### src/rtl/hazard_stall_ctrl.sv
// Hazard, stall and flush controller for the five-stage MIPS pipeline.
// Produces pipeline-register write enables, flushes and EX forwarding selects.
// It also runs a memory-wait watchdog and keeps saturating performance counters.
module hazard_stall_ctrl #(
  parameter int MEM_TIMEOUT = 64,
  parameter int CNT_W       = 16
) (
  input  logic             clk,
  input  logic             rst_n,
  input  logic [4:0]       id_rs,
  input  logic [4:0]       id_rt,
  input  logic             id_uses_rt,
  input  logic             id_jump,
  input  logic [4:0]       ex_rs,
  input  logic [4:0]       ex_rt,
  input  logic             ex_readmem,
  input  logic             ex_branch,
  input  logic [4:0]       mem_rd,
  input  logic             mem_regwrite,
  input  logic [4:0]       wb_rd,
  input  logic             wb_regwrite,
  input  logic             mem_req,
  input  logic             mem_ready,
  output logic             pc_write,
  output logic             ifid_write,
  output logic             idex_write,
  output logic             exmem_write,
  output logic             ifid_flush,
  output logic             idex_flush,
  output logic             memwb_bubble,
  output logic [1:0]       fwd_a,
  output logic [1:0]       fwd_b,
  output logic             mem_timeout,
  output logic [CNT_W-1:0] stall_cycles,
  output logic [CNT_W-1:0] flush_count
);

  localparam int WCNT_W = $clog2(MEM_TIMEOUT + 1);
  localparam logic [WCNT_W-1:0] TIMEOUT_VAL = WCNT_W'(MEM_TIMEOUT);

  typedef enum logic [1:0] {
    RUN      = 2'd0,
    MEM_WAIT = 2'd1,
    TIMEOUT  = 2'd2
  } state_e;

  state_e            state_q;
  logic [WCNT_W-1:0] wait_cnt_q;
  logic              mem_timeout_q;
  logic [CNT_W-1:0]  stall_cycles_q, stall_cycles_d;
  logic [CNT_W-1:0]  flush_count_q, flush_count_d;

  logic memstall;
  logic lduse;

  // Saturating increment: the counters stick at all-ones instead of wrapping.
  function automatic logic [CNT_W-1:0] sat_inc(input logic [CNT_W-1:0] v);
    return (&v) ? v : v + CNT_W'(1);
  endfunction

  // Forwarding select for one EX source operand; MEM beats WB because it is younger.
  function automatic logic [1:0] fwd_sel(input logic [4:0] src);
    if (mem_regwrite && (mem_rd != 5'd0) && (mem_rd == src)) begin
      return 2'b10;
    end else if (wb_regwrite && (wb_rd != 5'd0) && (wb_rd == src)) begin
      return 2'b01;
    end else begin
      return 2'b00;
    end
  endfunction

  assign memstall = mem_req & ~mem_ready;
  assign lduse    = ex_readmem & (ex_rt != 5'd0) &
                    ((ex_rt == id_rs) | (id_uses_rt & (ex_rt == id_rt)));

  // Hazard priority: timeout freeze, memory stall, taken branch, load-use, jump.
  always_comb begin
    pc_write     = 1'b1;
    ifid_write   = 1'b1;
    idex_write   = 1'b1;
    exmem_write  = 1'b1;
    ifid_flush   = 1'b0;
    idex_flush   = 1'b0;
    memwb_bubble = 1'b0;
    if (state_q == TIMEOUT) begin
      pc_write     = 1'b0;
      ifid_write   = 1'b0;
      idex_write   = 1'b0;
      exmem_write  = 1'b0;
      memwb_bubble = 1'b1;
    end else if (memstall) begin
      // A taken branch waiting in EX is held here and flushes on the release cycle.
      pc_write     = 1'b0;
      ifid_write   = 1'b0;
      idex_write   = 1'b0;
      exmem_write  = 1'b0;
      memwb_bubble = 1'b1;
    end else if (ex_branch) begin
      ifid_flush = 1'b1;
      idex_flush = 1'b1;
    end else if (lduse) begin
      pc_write   = 1'b0;
      ifid_write = 1'b0;
      idex_flush = 1'b1;
    end else if (id_jump) begin
      ifid_flush = 1'b1;
    end
  end

  // Forwarding is evaluated every cycle; it is simply ignored while frozen.
  always_comb begin
    fwd_a = fwd_sel(ex_rs);
    fwd_b = fwd_sel(ex_rt);
  end

  // Next values of the performance counters.
  always_comb begin
    stall_cycles_d = stall_cycles_q;
    flush_count_d  = flush_count_q;
    if ((state_q != TIMEOUT) && (memstall || lduse)) begin
      stall_cycles_d = sat_inc(stall_cycles_q);
    end
    if (ifid_flush || idex_flush) begin
      flush_count_d = sat_inc(flush_count_q);
    end
  end

  // Memory-wait watchdog FSM; TIMEOUT is sticky until reset.
  always_ff @(posedge clk or negedge rst_n) begin
    if (!rst_n) begin
      state_q       <= RUN;
      wait_cnt_q    <= '0;
      mem_timeout_q <= 1'b0;
    end else begin
      case (state_q)
        RUN: begin
          if (memstall) begin
            wait_cnt_q <= WCNT_W'(1);
            if (MEM_TIMEOUT <= 1) begin
              state_q       <= TIMEOUT;
              mem_timeout_q <= 1'b1;
            end else begin
              state_q <= MEM_WAIT;
            end
          end
        end
        MEM_WAIT: begin
          if (memstall) begin
            wait_cnt_q <= wait_cnt_q + WCNT_W'(1);
            if ((wait_cnt_q + WCNT_W'(1)) >= TIMEOUT_VAL) begin
              state_q       <= TIMEOUT;
              mem_timeout_q <= 1'b1;
            end
          end else begin
            state_q    <= RUN;
            wait_cnt_q <= '0;
          end
        end
        TIMEOUT: begin
          mem_timeout_q <= 1'b1;
        end
        default: begin
          state_q    <= RUN;
          wait_cnt_q <= '0;
        end
      endcase
    end
  end

  // Performance counter registers.
  always_ff @(posedge clk or negedge rst_n) begin
    if (!rst_n) begin
      stall_cycles_q <= '0;
      flush_count_q  <= '0;
    end else begin
      stall_cycles_q <= stall_cycles_d;
      flush_count_q  <= flush_count_d;
    end
  end

  assign mem_timeout  = mem_timeout_q;
  assign stall_cycles = stall_cycles_q;
  assign flush_count  = flush_count_q;

endmodule

### config.mk
export PLATFORM = sky130hd
export DESIGN_NAME = hazard_stall_ctrl
export DESIGN_NICKNAME = d
export VERILOG_FILES = /design/src/rtl/hazard_stall_ctrl.sv
export SDC_FILE = /design/constraint.sdc
export NUM_CORES = 1
export LEC_CHECK = 0
export CAP_MARGIN = 40
export CORE_UTILIZATION = 46
export CTS_CLUSTER_SIZE = 10
export DETAILED_ROUTE_END_ITERATION = 6
export PLACE_DENSITY = 0.81
export SYNTH_ARGS = -nofsm -noshare
export SYNTH_HDL_FRONTEND = slang
export SYNTH_SLANG_ARGS = --single-unit
### constraint.sdc
create_clock -name clk -period 2.3 [get_ports clk]
set_input_delay 0.23 -clock clk [delete_from_list [all_inputs] [get_ports clk]]
set_output_delay 0.23 -clock clk [all_outputs]
set_load 0.03 [all_outputs]
=== Yosys cells after proc, flatten, opt, wreduce, memory -nomap -nowiden ===
Cells that the tools add are included.

* Register bits: 42
* Output and inout port bits: 44
* Word-level logic and storage cells: 83

* Add/sub/neg operators: 3
* $lt $le $gt $ge: 1
* Equal/unequal tests: 13
* Mux-type cells: 31
* Bitwise logic cells: 9
* Reductions and logical operators: 21

{| class="wikitable"
|+ Operator list
! operator !! number
|-
| adder 16 x 1 -> 16 bit (second input constant) || 2
|-
| AND reduction 16 bit || 2
|-
| equality test 5 bit || 6
|-
| two-way mux 1 bit || 21
|-
| case mux 7 bit (3 select lines) || 1
|-
| nonzero test 5 bit || 3
|-
| two-way mux 7 bit || 2
|-
| two-way mux 2 bit || 5
|-
| != test 2 bit (second input constant) || 4
|-
| adder 7 x 1 -> 7 bit (second input constant) || 1
|-
| greater-or-equal comparator 7 bit (second input constant) || 1
|-
| logical AND 1 bit || 7
|-
| case mux 2 bit (3 select lines) || 1
|-
| AND reduction 2 bit || 3
|-
| AND reduction 3 bit || 2
|-
| bitwise AND 1 bit || 4
|-
| NOT 1 bit || 4
|-
| != test 3 bit (second input constant) || 1
|-
| equality test 2 x 1 -> 1 bit (second input constant) || 1
|-
| equality test 2 bit (second input constant) || 1
|-
| logical NOT 2 bit || 1
|-
| logical OR 1 bit || 2
|-
| case mux 1 bit (2 select lines) || 1
|-
| nonzero test 2 bit || 1
|-
| OR 1 bit || 1
|}

=== Logic depth before layout (Yosys ltp) ===
Gate-level depths: netlist (run 1).

* Depth after elaboration: 10
* Gate-level depth with buffers: 8

=== Worst setup path after synthesis (run 1) ===
OpenSTA, ideal clock, no wires.

* Kind: input -> output
* From: input port mem_rd[1]
* To: output port fwd_a[0]
* Arrival: 2.167 ns
* Required time: 2.070 ns
* Path slack: -0.097 ns
* Stages: 4
* Buffers on the path: 0
* Cell sequence: or4_1 > o21ai_0 > nor4_1 > nor4_1

* Word-level cells in the longest chain between the ends: 4

{| class="wikitable"
|+ RTL lines
! item !! RTL line !! source
|-
| start, declared || 18 || <nowiki>input logic [4:0] mem_rd,</nowiki>
|-
| nonzero test 5 bit || 63 || <nowiki>if (mem_regwrite && (mem_rd != 5'd0) && (mem_rd == src)) begin</nowiki>
|-
| logical AND 1 bit || 63 ||
|-
| logical AND 1 bit (*) || 63 ||
|-
| two-way mux 2 bit (*) || 63 ||
|-
| end, declared || 31 || <nowiki>output logic [1:0] fwd_a,</nowiki>
|}

Mark *: on every way between the ends. The rest lies on a longest branch, timed or not.

=== Worst setup path after layout (run 1) ===
Ends and elaborated chain as after synthesis.

==> results.md, run 1 <==
- Run status: finished clean
- Worst rel slew slack: 0.698
- Number of enable flip-flop cells after synthesis: 0
- RSZ-0062 raised after global routing: yes
- Crit share post-route: 0.995
- Worst path arrival time: roughly 2100 ps
- Horizontal die dimension: 75.6 µm
- # setup viols final: 0
- Kind of cell adding the most delay to the critical path: simple AND/OR/NAND/NOR gates
- Most frequent cell after synthesis: sky130_fd_sc_hd__dfrtp_1
- Largest net degree at the start of global routing: 30
- Sum of routed wire length over all layers: around 6300 µm
- Final weighted congestion in routability-driven placement: between 0.9 and 1
- Clock root buffer: sky130_fd_sc_hd__clkbuf_8
- Post-synth top flop: sky130_fd_sc_hd__dfrtp_1
- Worst Path Max Fanout: 2
- Vias in the first global route: between 2,000 and 2,500
- Number of placement rows: 26
- Upper clock frequency limit: roughly 0.44 GHz
- Worst reg2reg path endpoint: flush_count[11]
- Top cell by count, worst path: sky130_fd_sc_hd__buf_4
- Critical Path Slowest Stage Cell: sky130_fd_sc_hd__or4_4
- Minimum setup slack after placement: -108 ps
- Fraction of post-synthesis cell area in the top cell type by area: 0.421
- Crit path launch type: input pin
- Antenna violations before repair: 0
- Hpwl dp: approximately 4900 µm
- Peak supply drop: between 0.6 and 0.7 mV
- Critical Setup Path Class: in2out
- Net count after synthesis: between 200 and 300
- Worst reg2reg path startpoint: flush_count[4]
- Iteration-0 DRC Markers: 86
- I/O Pins: 84
- Slew of the pin with the lowest slew margin: 449 ps
- Routed vias/inst: between 5 and 6
- Die area: ~5700 µm²
- Number of max-cap violations: 0
- Count of unresolved DRC violations after routing: 0
- Ratio of cells with drive above 1 in the final layout: 0.162
- Worst min-delay path class: in2async
- Post-CTS clock slew at the launch and capture registers of the worst setup and hold paths: around 80 ps
- Leakage power: between 1.5 and 2 nW
- Die H: 75.6 µm
- Critical-path cell list: clkdlybuf4s50_1 -> or4_4 -> o21ai_2 -> nor4_2 -> buf_4 -> nor4_4 -> buf_4
- Drt wl/cell: 14.7 µm
- Core Box Area: between 5000 and 6000 µm²
- Count of clock tree sinks: 42
- CP Capture Type: primary output
- Final critical path time including I/O delays and setup: between 2000 and 2500 ps
- Synthesized area: around 2500 µm²
- Iteration count of the initial detailed-routing pass: 4
- Top area cells in the synthesized netlist: sky130_fd_sc_hd__dfrtp_1, sky130_fd_sc_hd__xnor2_1, sky130_fd_sc_hd__xor2_1
- Reg2Reg Depth: 7
- Number of inserted diodes: 0
- Number of buffers on the longest clock path: 2
- Ratio of total power to cell area: about 680 nW/µm²
- Maximum clock skew at final layout: 4.06 ps
- Number of buffers created by CTS: 5
- Total global routing track utilization: 0.228
- Number of buffers added for setup after CTS: 0
- Synth Warn #: 0
- Post-synthesis cell type count: 36
- Most numerous cell types in the synthesized netlist: sky130_fd_sc_hd__dfrtp_1, sky130_fd_sc_hd__xnor2_1, sky130_fd_sc_hd__xor2_1
- Buf+Inv Stages, Crit Path: 3
- Layout Area Growth over Synthesis: 46.2%
- Fraction of the yosys area taken by sequential cells: 0.421
- Final Hold Viols: 0
- Final net count: about 400
- TritonCTS clock tree: built
- Clock latency on the worst-skew pair: 290 ps
- Fin cells: approximately 430
- Post-Synthesis Cells: about 250
- Wire length of the first global-routing pass: slightly below 10,000 µm
- Post-placement cell count: 420
- Reg2Reg Setup Slack: 170 ps
- Final worst setup slack: ~11 ps
- Share of flip-flops with an asynchronous set or reset after synthesis: 1.00
- Required time of the critical path: around 2100 ps
- Cell taking the most area after synthesis: sky130_fd_sc_hd__dfrtp_1
- Initial Util: 0.482
- Final count of pins violating max slew: 0
- H-tree Lvls: 2
- Post-route ant nets: 0
- Crit path largest cell delay: about 550 ps
- Vias post-DR: approximately 2,200
- Number of synthesized register bits: 42
- Avg Inst Size Synth: between 9 and 10 µm²
- Global route overflow: 0
- Fillcell total: 376
- Overall power after layout: 2.47 mW
- Port Buffers: 83
-- state kept, by name (all words and copies together) (netlist names) --
register / cells
state_q: 2
wait_cnt_q: 7
mem_timeout: 1
stall_cycles: 16
flush_count: 16
-- per-layer routing --
metal / wire length [µm] / global-route usage
met5: 0 / 0
met4: 112 / 0.0720
met3: 235 / 0.0529
met2: 3270 / 0.393
met1: 2690 / 0.284
-- worst reg2reg max path, cell delays in order, from the launching register on --
cell                      delay [ps]
sky130_fd_sc_hd__dfrtp_1         430
sky130_fd_sc_hd__and3_1          230
sky130_fd_sc_hd__and3_1          210
sky130_fd_sc_hd__and4_1          250
sky130_fd_sc_hd__a31oi_1         350
sky130_fd_sc_hd__buf_4           260
sky130_fd_sc_hd__nand4_1         130
sky130_fd_sc_hd__xnor2_1         150
-- through the flow --
| step | TNS, ps | instance area [µm²] | hold slack [ps] | util |
|---|---|---|---|---|
| CTS | 0 | 3620 | 369 | 0.700 |
| floorplan | 0 | 2510 | -65.6 | - |
| global route | -40.9 | 3640 | 403 | 0.705 |
| detailed placement | -217 | 3530 | 146 | 0.682 |
| finish | 0 | 3640 | 372 | 0.705 |
| global placement | -24.3 | 3510 | 415 | 0.679 |
-- cell type report --
class,count,area (µm²),share of cell area
clock inverters,2,10.0,0.00275
multi-input cells,192,1370,0.376
flip-flops and latches,42,1050,0.288
well taps,70,87.6,0.0240
inverters,7,26.3,0.00721
repair buffers,110,1030,0.283
clock buffers,5,68.8,0.0189
-- layout by cell type, fill, tap and decap left out, drive strengths merged, types with 3 or more instances in the layout --
master and n:
xnor2 34, o21ai 5, and4 3, buf 34, nand4 10, and3 16
ha 3, nor4 5, clkbuf 5, dfrtp 42, xor2 30, nor2 13
or4 5, nand2b 3, nand3 17, nor3 4, clkdlybuf4s50 72, o22ai 6
nand2 19, a21oi 5, inv 7
-- power breakdown --
part	internal (mW)	total, mW	switching (mW)
sequential	0.868	1.03	0.166
combinational	0.470	0.997	0.527
clock	0.204	0.441	0.238
-- worst max-delay path by stage --
stage / start / end / cells past startpoint
after floorplan: ex_rt[0] / fwd_b[0] / 5
after global placement: mem_rd[2] / fwd_a[1] / 5
after detailed placement: mem_rd[2] / fwd_a[1] / 5
after CTS: mem_rd[2] / fwd_a[0] / 7
after global routing: mem_rd[1] / fwd_a[0] / 7
final: mem_rd[1] / fwd_a[0] / 7
-- repair_timing --
action / in CTS / in global routing
hold buffers: 1 / 0
gates resized for setup: 3 / 5
gates cloned: 0 / 0
hold endpoints to repair: 13 / 0
pin swaps: 0 / 1
endpoints found under the setup margin: 2 / 4
-- cells by family (layout without fill, tap and decap cells) --
group                    after synthesis  after routing  share of synthesized area
multiplexers                           4              4                     0.0171
XOR/XNOR                              64             64                      0.225
AO/OA/AOI/OAI                         21             21                     0.0537
buffers and inverters                 19            124                     0.0426
AND/OR/NAND/NOR                      100            100                      0.225
flip-flops                            42             42                      0.421
adder cells (fa/ha/maj)                3              3                     0.0151
No activity file was read; power rests on OpenSTA's default activity.
==> inputs of run 2 (changes only) <==
--- a/config.mk
+++ b/config.mk
@@ -8,2 +8,3 @@
 export CAP_MARGIN = 40
+export CORE_MARGIN = 1.5
 export CORE_UTILIZATION = 46
==> constraint.sdc (replaced) <==
create_clock -name clk -period 2.3 [get_ports clk]
set_input_delay 0.46 -clock clk [delete_from_list [all_inputs] [get_ports clk]]
set_output_delay 0.46 -clock clk [all_outputs]
set_load 0.03 [all_outputs]
==> run 2 against run 1 <==
Sequential power about the same. Utilization increased by 5.4 points. Highest routed layer unchanged. First-iteration DRC count increased by 43%. Worst setup slack got worse by 4.1 ps. Design area increased by 7.6%. Cell count increased by 2.3%. Non-clock buffer count increased by 10. Global-route usage increased by 1.7 points. Hold slack got worse by 190 ps. Clock skew increased by 0.81 ps.
==> results.md, run 2 (synthesis results as in run 1) <==
- Run status: finished clean
- Ratio of cells with drive above 1 in the final layout: 0.296 (+0.134)
- Routed vias/inst: 5.24 (+0.92%)
- Number of placement rows: 26 (unchanged)
- Peak supply drop: 0.564 mV (-12%)
- I/O Pins: 84 (unchanged)
- Total global routing track utilization: 0.245 (+0.0169)
- Largest net degree at the start of global routing: 29 (-3.3%)
- Upper clock frequency limit: 0.436 GHz (-0.18%)
- Required time of the critical path: 1840 ps (-230 ps)
- Worst Path Max Fanout: 2 (unchanged)
- Crit share post-route: 0.997 (+0.00177)
- Overall power after layout: 2.68 mW (+8.3%)
- Die area: 5870 µm² (+2.7%)
- Global route overflow: 0 (unchanged)
- RSZ-0062 raised after global routing: yes
- Number of buffers created by CTS: 5 (unchanged)
- Worst reg2reg path startpoint: stall_cycles[0]
- Wire length of the first global-routing pass: 11,400 µm (+18%)
- Antenna violations before repair: 0 (unchanged)
- Slew of the pin with the lowest slew margin: 637 ps (+188 ps)
- Core Box Area: 5170 µm² (unchanged)
- Worst reg2reg path endpoint: stall_cycles[11]
- Final Hold Viols: 0 (unchanged)
- Final net count: 411 (+2.5%)
- Fillcell total: 350 (-6.9%)
- Clock root buffer: sky130_fd_sc_hd__clkbuf_8
- Hold-fix buffer count after cts: 0 (-1)
- H-tree Lvls: 2 (unchanged)
- Vias post-DR: 2,297 (+3.3%)
- Port Buffers: 83 (unchanged)
- Final critical path time including I/O delays and setup: 2290 ps (+4.07 ps)
- Initial Util: 0.482 (unchanged)
- Iteration count of the initial detailed-routing pass: 4 (unchanged)
- Vias in the first global route: 2,364 (+12%)
- Most common cell after layout, fill and taps aside: sky130_fd_sc_hd__dfrtp_1
- Combined area of the multi-input logic cells: 1560 µm² (+13%)
- CP Capture Type: primary output
- Worst rel slew slack: 0.575 (-0.123)
- Leakage power: 1.78 nW (+11%)
- Flip-flop and latch area: 1050 µm² (unchanged)
- Worst path arrival time: 1830 ps (-230 ps)
- Critical Path Slowest Stage Cell: sky130_fd_sc_hd__or4_4
- # setup viols final: 0 (unchanged)
- Final count of pins violating max slew: 0 (unchanged)
- Number of buffers on the longest clock path: 2 (unchanged)
- Buf+Inv Stages, Crit Path: 3 (unchanged)
- Die H: 76.6 µm (+1.3%)
- Commonest cells after routing, fill and taps aside: sky130_fd_sc_hd__dfrtp_1, sky130_fd_sc_hd__clkdlybuf4s50_1, sky130_fd_sc_hd__buf_4, sky130_fd_sc_hd__xnor2_1, sky130_fd_sc_hd__xor2_1
- Crit path launch type: input pin
- Final weighted congestion in routability-driven placement: 0.807 (-13%)
- Clock latency on the worst-skew pair: 300 ps (about the same)
- Worst hold slack: 179 ps (-193 ps)
- Worst setup path startpoint: wb_rd[4]
- Number of max-cap violations: 0 (unchanged)
- Kind of cell adding the most delay to the critical path: simple AND/OR/NAND/NOR gates
- Layout Area Growth over Synthesis: 57.3%
- Path length in cells of the critical path: 6 (-1)
- Crit path largest cell delay: 520 ps (-30 ps)
- Critical-path cell list: buf_6 -> buf_6 -> xor2_2 -> or4_4 -> nor4_4 -> buf_6
- Hpwl dp: 4960 µm (+0.61%)
- Drt wl/cell: 15.3 µm (+3.7%)
- Worst min-delay path class: in2async
- Reg2Reg Depth: 8 (+1)
- Horizontal die dimension: 76.6 µm (+1.3%)
- Critical Setup Path Class: in2out
- Sum of routed wire length over all layers: 6680 µm (+6.1%)
- Minimum setup slack after placement: -412 ps (-305 ps)
- Top cell by count, worst path: sky130_fd_sc_hd__buf_6
- Final worst setup slack: 6.43 ps (-4.07 ps)
- Number of inserted diodes: 0 (unchanged)
- Ratio of total power to cell area: 682 nW/µm² (+0.61%)
- Post-route ant nets: 0 (unchanged)
- Post-CTS clock slew at the launch and capture registers of the worst setup and hold paths: 80 ps (about the same)
- Count of clock tree sinks: 42 (unchanged)
- Iteration-0 DRC Markers: 123 (+43%)
- Reg2Reg Setup Slack: 230 ps (+60 ps)
- Timing endpoint of the critical path: fwd_a[0]
- Count of unresolved DRC violations after routing: 0 (unchanged)
- TritonCTS clock tree: built
- Maximum clock skew at final layout: 4.87 ps (+0.807 ps)
run 2: worst min path at each step:
stage / startpoint / end / slack (ps) / cells after the start
floorplan: rst_n / flush_count[0] / 160 / 0
global placement: mem_timeout / mem_timeout / 460 / 1
detailed placement: mem_timeout / mem_timeout / 460 / 1
CTS: rst_n / stall_cycles[5] / 200 / 1
global route: rst_n / mem_timeout / 230 / 1
finish: rst_n / stall_cycles[9] / 180 / 1
run 2: layout make-up:
type | count | share of cell area
repair buffers | 120 | 0.278
clock inverters | 1 | 0.00766
clock buffers | 6 | 0.0211
well taps | 70 | 0.0223
inverters | 7 | 0.00670
multi-input cells | 192 | 0.396
flip-flops and latches | 42 | 0.268
run 2: per-stage QoR:
step                      instance area, µm²  TNS (ps)  std cells   util
after global routing                    3920      -114        438  0.758
after CTS                               3860      -255        436  0.746
after floorplan                         2550     -45.5        253      -
after detailed placement                3610    -12090        426  0.698
after global placement                  3610    -10030        426  0.698
final                                   3920         0        438  0.758
run 2: report_power, final:
group	internal [mW]	switching, mW	total, mW
Sequential	0.868	0.164	1.03
Clock	0.347	0.250	0.598
Combinational	0.487	0.559	1.05
run 2: repair_timing:
item	CTS	global route
pin swaps	24	16
endpoints found under the setup margin	22	8
hold endpoints to repair	0	0
buffers inserted	3	2
gates resized for setup	76	40
run 2: routing by layer:
metal | up-vias | track usage | wire length, µm
li1 | 1104 | - | -
met1 | 1092 | 0.286 | 2650
met2 | 85 | 0.446 | 3430
met3 | 16 | 0.0527 | 412
met4 | 0 | 0.0759 | 196
met5 | - | 0 | 0
